`src/rtl/pipe_stall_ctrl_if.sv`:
```
// Stall/flush bus between the pipeline stages and pipe_stall_ctrl.
// master = pipeline side (raises requests), slave = the controller.
interface pipe_stall_ctrl_if;
    logic        stallreq_from_id;
    logic        stallreq_from_ex;
    logic        stallreq_from_mem;
    logic [31:0] excepttype_i;
    logic [31:0] cp0_epc_i;
    logic        clr_timeout_i;
    logic [5:0]  stall;
    logic        flush;
    logic [31:0] new_pc;
    logic        stall_timeout_o;
    logic [31:0] stall_cycles_o;

    modport master (
        output stallreq_from_id,
        output stallreq_from_ex,
        output stallreq_from_mem,
        output excepttype_i,
        output cp0_epc_i,
        output clr_timeout_i,
        input  stall,
        input  flush,
        input  new_pc,
        input  stall_timeout_o,
        input  stall_cycles_o
    );

    modport slave (
        input  stallreq_from_id,
        input  stallreq_from_ex,
        input  stallreq_from_mem,
        input  excepttype_i,
        input  cp0_epc_i,
        input  clr_timeout_i,
        output stall,
        output flush,
        output new_pc,
        output stall_timeout_o,
        output stall_cycles_o
    );
endinterface

```
`src/rtl/pipe_stall_ctrl.sv`:
```
// Pipeline stall/flush sequencer with stall watchdog; optional perf counter via PIPE_STALL_PERF_EN.
// Latency: stall/flush/new_pc combinational; watchdog flag and perf counter update on the next edge.
// Backpressure: none of its own; the stall bus it drives is the pipeline's backpressure.
module pipe_stall_ctrl #(
    parameter logic [31:0] EXC_VECTOR    = 32'h00000020,
    parameter int unsigned FLUSH_HOLD    = 1,
    parameter int unsigned STALL_TIMEOUT = 200
) (
    input  logic             clk,
    input  logic             rst,
    pipe_stall_ctrl_if.slave bus
);

    localparam logic [31:0] ERET_CODE   = 32'h0000000e;
    localparam logic [3:0]  HOLD_INIT   = 4'(FLUSH_HOLD - 1);
    localparam logic [7:0]  TIMEOUT_CNT = 8'(STALL_TIMEOUT);
    localparam logic [5:0]  STALL_NONE  = 6'b000000;
    localparam logic [5:0]  STALL_ID    = 6'b000111;
    localparam logic [5:0]  STALL_EX    = 6'b001111;
    localparam logic [5:0]  STALL_MEM   = 6'b011111;

    typedef enum logic [1:0] {
        RUN   = 2'd0,
        STALL = 2'd1,
        FLUSH = 2'd2
    } state_t;

    state_t      state_q;
    state_t      state_d;
    logic [3:0]  hold_q;
    logic [3:0]  hold_d;
    logic [7:0]  stall_cnt_q;
    logic [7:0]  stall_cnt_d;
    logic        timeout_q;
    logic        timeout_d;
    logic [5:0]  stall_d;
    logic        flush_d;
    logic [31:0] new_pc_d;
    logic        stall_any;

    always_ff @(posedge clk or negedge rst) begin
        if (!rst) begin
            state_q     <= RUN;
            hold_q      <= 4'd0;
            stall_cnt_q <= 8'd0;
            timeout_q   <= 1'b0;
        end else begin
            state_q     <= state_d;
            hold_q      <= hold_d;
            stall_cnt_q <= stall_cnt_d;
            timeout_q   <= timeout_d;
        end
    end

    // FLUSH masks both exceptions and stall requests while the pipe refills.
    always_comb begin
        state_d  = state_q;
        hold_d   = hold_q;
        stall_d  = STALL_NONE;
        flush_d  = 1'b0;
        new_pc_d = 32'h0;
        if (state_q == FLUSH) begin
            if (hold_q == 4'd0) begin
                state_d = RUN;
            end else begin
                hold_d = hold_q - 4'd1;
            end
        end else if (bus.excepttype_i != 32'h0) begin
            flush_d  = 1'b1;
            new_pc_d = (bus.excepttype_i == ERET_CODE) ? bus.cp0_epc_i : EXC_VECTOR;
            state_d  = FLUSH;
            hold_d   = HOLD_INIT;
        end else begin
            if (bus.stallreq_from_mem) begin
                stall_d = STALL_MEM;
            end else if (bus.stallreq_from_ex) begin
                stall_d = STALL_EX;
            end else if (bus.stallreq_from_id) begin
                stall_d = STALL_ID;
            end
            state_d = (stall_d != STALL_NONE) ? STALL : RUN;
        end
    end

    assign bus.stall  = rst ? stall_d  : STALL_NONE;
    assign bus.flush  = rst & flush_d;
    assign bus.new_pc = rst ? new_pc_d : 32'h0;
    assign stall_any  = |bus.stall;

    // Watchdog: set wins over a coincident clear.
    always_comb begin
        stall_cnt_d = 8'd0;
        if (stall_any) begin
            stall_cnt_d = (stall_cnt_q == 8'hFF) ? 8'hFF : stall_cnt_q + 8'd1;
        end
        if (stall_any && (stall_cnt_d == TIMEOUT_CNT)) begin
            timeout_d = 1'b1;
        end else if (bus.clr_timeout_i) begin
            timeout_d = 1'b0;
        end else begin
            timeout_d = timeout_q;
        end
    end

    assign bus.stall_timeout_o = timeout_q;

`ifdef PIPE_STALL_PERF_EN
    logic [31:0] perf_q;

    always_ff @(posedge clk or negedge rst) begin
        if (!rst) begin
            perf_q <= 32'h0;
        end else if (stall_any && (perf_q != 32'hFFFFFFFF)) begin
            perf_q <= perf_q + 32'h1;
        end
    end

    assign bus.stall_cycles_o = perf_q;
`else
    assign bus.stall_cycles_o = 32'h0;
`endif

endmodule

```
`src/flat_wrapper.sv`:
```
// flat-port wrapper written by rule: the top's interface ports become plain ports
module pipe_stall_ctrl_flat 
#(
    parameter logic [31:0] EXC_VECTOR    = 32'h00000020,
    parameter int unsigned FLUSH_HOLD    = 1,
    parameter int unsigned STALL_TIMEOUT = 200
)
  (clk, rst, bus_stallreq_from_id, bus_stallreq_from_ex, bus_stallreq_from_mem, bus_excepttype_i, bus_cp0_epc_i, bus_clr_timeout_i, bus_stall, bus_flush, bus_new_pc, bus_stall_timeout_o, bus_stall_cycles_o);
  pipe_stall_ctrl_if bus_i ();
  input  logic clk;
  input  logic rst;
  input wire logic [$bits(bus_i.stallreq_from_id)-1:0] bus_stallreq_from_id;
  input wire logic [$bits(bus_i.stallreq_from_ex)-1:0] bus_stallreq_from_ex;
  input wire logic [$bits(bus_i.stallreq_from_mem)-1:0] bus_stallreq_from_mem;
  input wire logic [$bits(bus_i.excepttype_i)-1:0] bus_excepttype_i;
  input wire logic [$bits(bus_i.cp0_epc_i)-1:0] bus_cp0_epc_i;
  input wire logic [$bits(bus_i.clr_timeout_i)-1:0] bus_clr_timeout_i;
  output wire logic [$bits(bus_i.stall)-1:0] bus_stall;
  output wire logic [$bits(bus_i.flush)-1:0] bus_flush;
  output wire logic [$bits(bus_i.new_pc)-1:0] bus_new_pc;
  output wire logic [$bits(bus_i.stall_timeout_o)-1:0] bus_stall_timeout_o;
  output wire logic [$bits(bus_i.stall_cycles_o)-1:0] bus_stall_cycles_o;
  assign bus_i.stallreq_from_id = bus_stallreq_from_id;
  assign bus_i.stallreq_from_ex = bus_stallreq_from_ex;
  assign bus_i.stallreq_from_mem = bus_stallreq_from_mem;
  assign bus_i.excepttype_i = bus_excepttype_i;
  assign bus_i.cp0_epc_i = bus_cp0_epc_i;
  assign bus_i.clr_timeout_i = bus_clr_timeout_i;
  assign bus_stall = bus_i.stall;
  assign bus_flush = bus_i.flush;
  assign bus_new_pc = bus_i.new_pc;
  assign bus_stall_timeout_o = bus_i.stall_timeout_o;
  assign bus_stall_cycles_o = bus_i.stall_cycles_o;
  pipe_stall_ctrl #(.EXC_VECTOR(EXC_VECTOR), .FLUSH_HOLD(FLUSH_HOLD), .STALL_TIMEOUT(STALL_TIMEOUT)) u_core (.clk(clk), .rst(rst), .bus(bus_i));
endmodule
```
`config.mk`:
```
export PLATFORM = sky130hd
export DESIGN_NAME = pipe_stall_ctrl_flat
export DESIGN_NICKNAME = d
export VERILOG_FILES = /design/src/rtl/pipe_stall_ctrl_if.sv /design/src/rtl/pipe_stall_ctrl.sv /design/src/flat_wrapper.sv
export SDC_FILE = /design/constraint.sdc
export NUM_CORES = 1
export LEC_CHECK = 0
export BUFFER_PORTS_ARGS = -buffer_cell sky130_fd_sc_hd__buf_2
export CAP_MARGIN = 10
export CORE_UTILIZATION = 34
export CTS_BUF_LIST = sky130_fd_sc_hd__clkbuf_4
export DETAILED_ROUTE_END_ITERATION = 6
export PLACE_DENSITY = 0.78
export SYNTH_ARGS = -nofsm -noshare
export SYNTH_HDL_FRONTEND = slang
export SYNTH_SLANG_ARGS = --single-unit
```
`constraint.sdc`:
```
create_clock -name clk -period 1.5 [get_ports clk]
set_input_delay 0.225 -clock clk [delete_from_list [all_inputs] [get_ports clk]]
set_output_delay 0.225 -clock clk [all_outputs]
set_load 0.02 [all_outputs]
```
---- Word-level counts from Yosys, hierarchy flattened ----
Cells that the tools add are included.
storage, ports and cells
  logic and storage cells ................. 46
  register bits after elaboration ......... 15
cells by class
  bitwise logic cells ..................... 1
  equality and inequality tests ........... 6
  multiplexer cells ....................... 25
  reductions and logical operators ........ 8
  add/subtract/negate cells ............... 2
operator list
  cell                                              count
  2-to-1 mux 32 bit                                 4
  2-to-1 mux 6 bit                                  7
  == test 32 x 4 -> 1 bit, second input constant    1
  nonzero test 32 bit                               1
  == test 8 bit, second input constant              2
  2-to-1 mux 8 bit                                  2
  2-to-1 mux 4 bit                                  3
  adder 8 x 1 -> 8 bit, second input constant       1
  2-to-1 mux 2 bit                                  3
  nonzero test 6 bit                                1
  OR reduction 6 bit                                1
  2-to-1 mux 1 bit                                  5
  zero test 4 bit                                   1
  != test 2 bit, second input constant              2
  nonzero test 2 bit                                2
  subtractor 4 x 1 -> 4 bit, second input constant  1
  2-to-1 mux 3 bit                                  1
  == test 2 bit, second input constant              1
  AND reduction 2 bit                               1
  bitwise AND 1 bit                                 1
  logical AND 1 bit                                 1

---- Logic depth before layout (Yosys ltp) ----
  word-level depth ........................ 13
  gate-level depth with buffers ........... 6
  depth with buffers taken out ............ 6

---- Least setup slack after synthesis ----
OpenSTA, ideal clock, no wires.
  kind .................................... input port to output port
  from .................................... input port bus_excepttype_i[21]
  to ...................................... output port bus_new_pc[0]
  arrival ................................. 1,479 ps
  buffers on the path ..................... 1
  slack ................................... -204 ps
  stages on the path ...................... 5
  cell sequence ........................... nor4_1 nand4_1 nor4_4 buf_6 and2_1
on the way
  word-level cells in the longest chain between the ends .. 5
  elaborated cells between the ends (all ways) .. 6
  classes of those cells .................. 1 x eq/ne; 4 x mux; 1 x reduce/logical
RTL lines
  what                     RTL line               text
  start: declaration       flat_wrapper.sv:15     input wire logic [$bits(bus_i.excepttype_i)-1:0] bus_excepttype_i;
  == test 32 x 4 -> 1 bit  pipe_stall_ctrl.sv:70  new_pc_d = (bus.excepttype_i == ERET_CODE) ? bus.cp0_epc_i : EXC_VECTOR;
  2-to-1 mux 32 bit        pipe_stall_ctrl.sv:70
  2-to-1 mux 32 bit *      pipe_stall_ctrl.sv:68  end else if (bus.excepttype_i != 32'h0) begin
  2-to-1 mux 32 bit *      pipe_stall_ctrl.sv:62  if (state_q == FLUSH) begin
  2-to-1 mux 32 bit *      pipe_stall_ctrl.sv:87  assign bus.new_pc = rst ? new_pc_d : 32'h0;
  end: declaration         flat_wrapper.sv:20     output wire logic [$bits(bus_i.new_pc)-1:0] bus_new_pc;
Every way passes the cells marked *; elsewhere a longest branch is shown, timed or not.

---- Final worst setup path ----
  from .................................... input port bus_excepttype_i[9]
  to ...................................... output port bus_new_pc[19]
Same word-level chain as after synthesis.

==> flow_summary_export.csv <==
group,metric,value,unit
yosys,synth_cells,174,
clock_tree,worstSkewPairLatency,0.30,ns
routing,drt-total-wl,5790,um
routing,drtIter0Drc,52,
routing,vias_per_cell,4.89,
die,start_util,36.0,%
yosys,synth_area_leaders,"dfrtp_1 26%, buf_4 18%, and2_1 14%",
yosys,synth_cell_types,40,
critical_path,r2r_setup_slack,-0.11,ns
yosys,async_reset_ff_share,100,%
global_routing,antenna_found_initial,0,
timing,tightestPinTransition,0.703,ns
min_path,hold_class,"input port to flop",
critical_path,critPathMaxFanout,8,
status,violations,"setup timing",
finish,diodes,0,
yosys,synth_top_area_share,25.7,%
power_and_ir_drop,power-per-cell-area,315,mW/mm^2
routing,ant_nets,0,
timing,setup_viol_count_final,50,
yosys,yosysMostFrequentCell,"buf_4",
routing,drt-wirelength-per-cell,16.0,um
yosys,yosysWarnings,0,
finish,fin_area,0.00283,mm^2
global_routing,grt_pass1_wl,7500,um
critical_path,cp_slowest_cell,"nor4_4",
clock_tree,root_buffer,"clkbuf_4",
placement,portBuffers,108,
clock_tree,clock_sinks,15,
critical_path,end_kind,"output pin",
global_routing,overflow,0,
clock_tree,cts.clk_slew.worst_paths,0.10,ns
clock_tree,cts_tree,"done",
power_and_ir_drop,vdd_drop_max,0.212,mV
timing,fin_crit_sh,127,%
status,outcome,"finished with violations",
yosys,ys_seq_elements,15,
critical_path,rr_startpoint,"u_core.stall_cnt_q[0]",
die,rows,23,
placement,dp_hpwl,3390,um
min_path,hold_end,"u_core.bus.stall_timeout_o",
critical_path,cpMostUsedCell,"buf_6",
clock_tree,ctsLongestPathBuffers,2,
timing,period_needed,1.90,ns
yosys,synth_common_cells,"35 x buf_4, 32 x and2_1, 15 x dfrtp_1",
min_path,hold_depth,2,
critical_path,critPathKind,"input port to output pin",
critical_path,crit_chain,"buf_6 -> nor4_4 -> nand4_2 -> nor4_4 -> buf_6 -> clkbuf_16 -> and2_4 -> buf_6",
global_routing,grt_max_degree,32,
yosys,yosys_most_used_dff,"dfrtp_1",
critical_path,worst_ep_required_time,1.27,ns
placement,place_area,0.00222,mm^2
die,dieHeight,67.5,um
finish,area_growth,94.3,%
timing,hold_viol,0,
critical_path,critical_path.max_stage_delay,0.32,ns
global_routing,grt_pass1_vias,1642,
timing,drv_slew,0,
min_path,hold_start,"bus_clr_timeout_i",
finish,final_util,69.8,%
routing,drcViolationCount,0,
critical_path,crit_path_start_kind,"input port",
yosys,synth_area,0.00146,mm^2
finish,finalNetCount,385,
routing,firstDrtPassIters,4,
critical_path,worstPathArrival,1.67,ns
placement,gp_congestion,0.791,
power_and_ir_drop,p_leak,1.43,nW
yosys,yosys.area.top_type,"dfrtp_1",
timing,rsz0062_at_grt,"true",
timing,worst_clock_skew,0.00763,ns
yosys,synth_edf_count,0,
critical_path,critPathLaunch,"bus_excepttype_i[9]",
die,dieWidth,67.5,um
timing,slew_headroom,53.0,%
die,die_area,0.00456,mm^2
clock_tree,cts_buffers,3,
yosys,avgSynthCellArea,8.38,um^2
critical_path,rr_worst_depth,5,
critical_path,r2r_end,"u_core.bus.stall_timeout_o",
finish,drive_gt1_share,67.2,%
run,maxCapViolations,0,
global_routing,grt.total_usage,22.2,%
die,ios,142,
timing,fmax,527,MHz
die,core,0.00406,mm^2
timing,layout_setup_ws,-0.398,ns
yosys,ys_seq_area_share,25.7,%
clock_tree,ctsHtreeMaxLevel,1,
routing,vias,1766,
## layer usage
layer	vias up	routed length [um]	part of all wire, %	global-route usage (%)
met5	-	0	0	0
met4	0	200	3.5	7.98
met3	18	368	6.4	2.70
met2	102	3290	57	42.9
met1	847	1940	33	24.1
li1	799	-	-	-
## flip-flops by register name (all words and copies together), names as in the netlist
| register | flops |
|---|---|
| u_core.stall_cnt_q | 8 |
| u_core.state_q | 2 |
| u_core.hold_q | 4 |
| u_core.bus.stall_timeout_o | 1 |
## area by class of cell
cell class,count,area (um^2)
multi-input combinational,145,1190
sequential,15,377
tap,50,62.6
timing repair buffer,140,1150
clock buffer,3,22.5
inverter,7,28.8
fill,286,1220
clock inverter,1,5.00
## repair_timing
action,CTS,global route
resized for setup,107,15
pin swaps,7,12
gates cloned,0,3
hold buffers,1,0
setup buffers,5,4
hold endpoints to repair,15,0
endpoints found under the setup margin,42,48
## layout by cell type, fill, tap and decap left out, types with 5 or more instances in the layout
master    n
buf_4    18
nor4_4    6
buf_2    63
nand2_1   5
dfrtp_1  14
buf_6    55
and2_4   31
nor2_1    6
inv_1     6
conb_1   33
## where the power goes
| group | total [W] | switching [W] | leakage (nW) | internal, W |
|---|---|---|---|---|
| clock network | 0.000253 | 0.000153 | 0.0177 | 0.0000995 |
| registers | 0.000404 | 0.00000000000976 | 0.203 | 0.000404 |
| logic | 0.000237 | 0.000145 | 1.20 | 0.0000916 |
## critical path, delay by kind of cell
kind	cells	cell delay, ns
buf+inv	4	0.53
simple gates	4	0.92
## per-stage QoR
stage / hold WS, ns / std cells / TNS [ns] / setup slack, ns / power [W]
2_1_floorplan: -0.0706 / 206 / -4.17 / -0.127 / 0.000566
3_3_place_gp: 0.233 / 345 / -16.82 / -0.398 / 0.000618
3_5_place_dp: 0.231 / 345 / -17.37 / -0.403 / 0.000621
4_1_cts: 0.121 / 355 / -13.24 / -0.359 / 0.000868
5_1_grt: 0.116 / 361 / -18.29 / -0.481 / 0.000928
6_report: 0.113 / 361 / -14.61 / -0.398 / 0.000894
## worst max-delay path by stage
stage,endpoint,depth (start not counted)
3_3_place_gp,bus_new_pc[5],6
5_1_grt,bus_new_pc[19],8
2_1_floorplan,bus_new_pc[0],5
6_report,bus_new_pc[19],8
3_5_place_dp,bus_new_pc[5],6
4_1_cts,bus_new_pc[18],7
## cells by family (layout without fill, tap and decap cells)
family	Yosys count	after routing	synth area share, %
AND/OR/NAND/NOR	85	85	36.8
buffers and inverters	46	151	22.5
AO/OA/AOI/OAI	17	17	7.81
flip-flops	15	15	25.7
XOR/XNOR	5	5	3.00
adder cells (fa/ha/maj)	3	3	2.57
multiplexers	2	2	1.37
other	1	33	0.257
No activity file was read; power rests on OpenSTA's default activity.
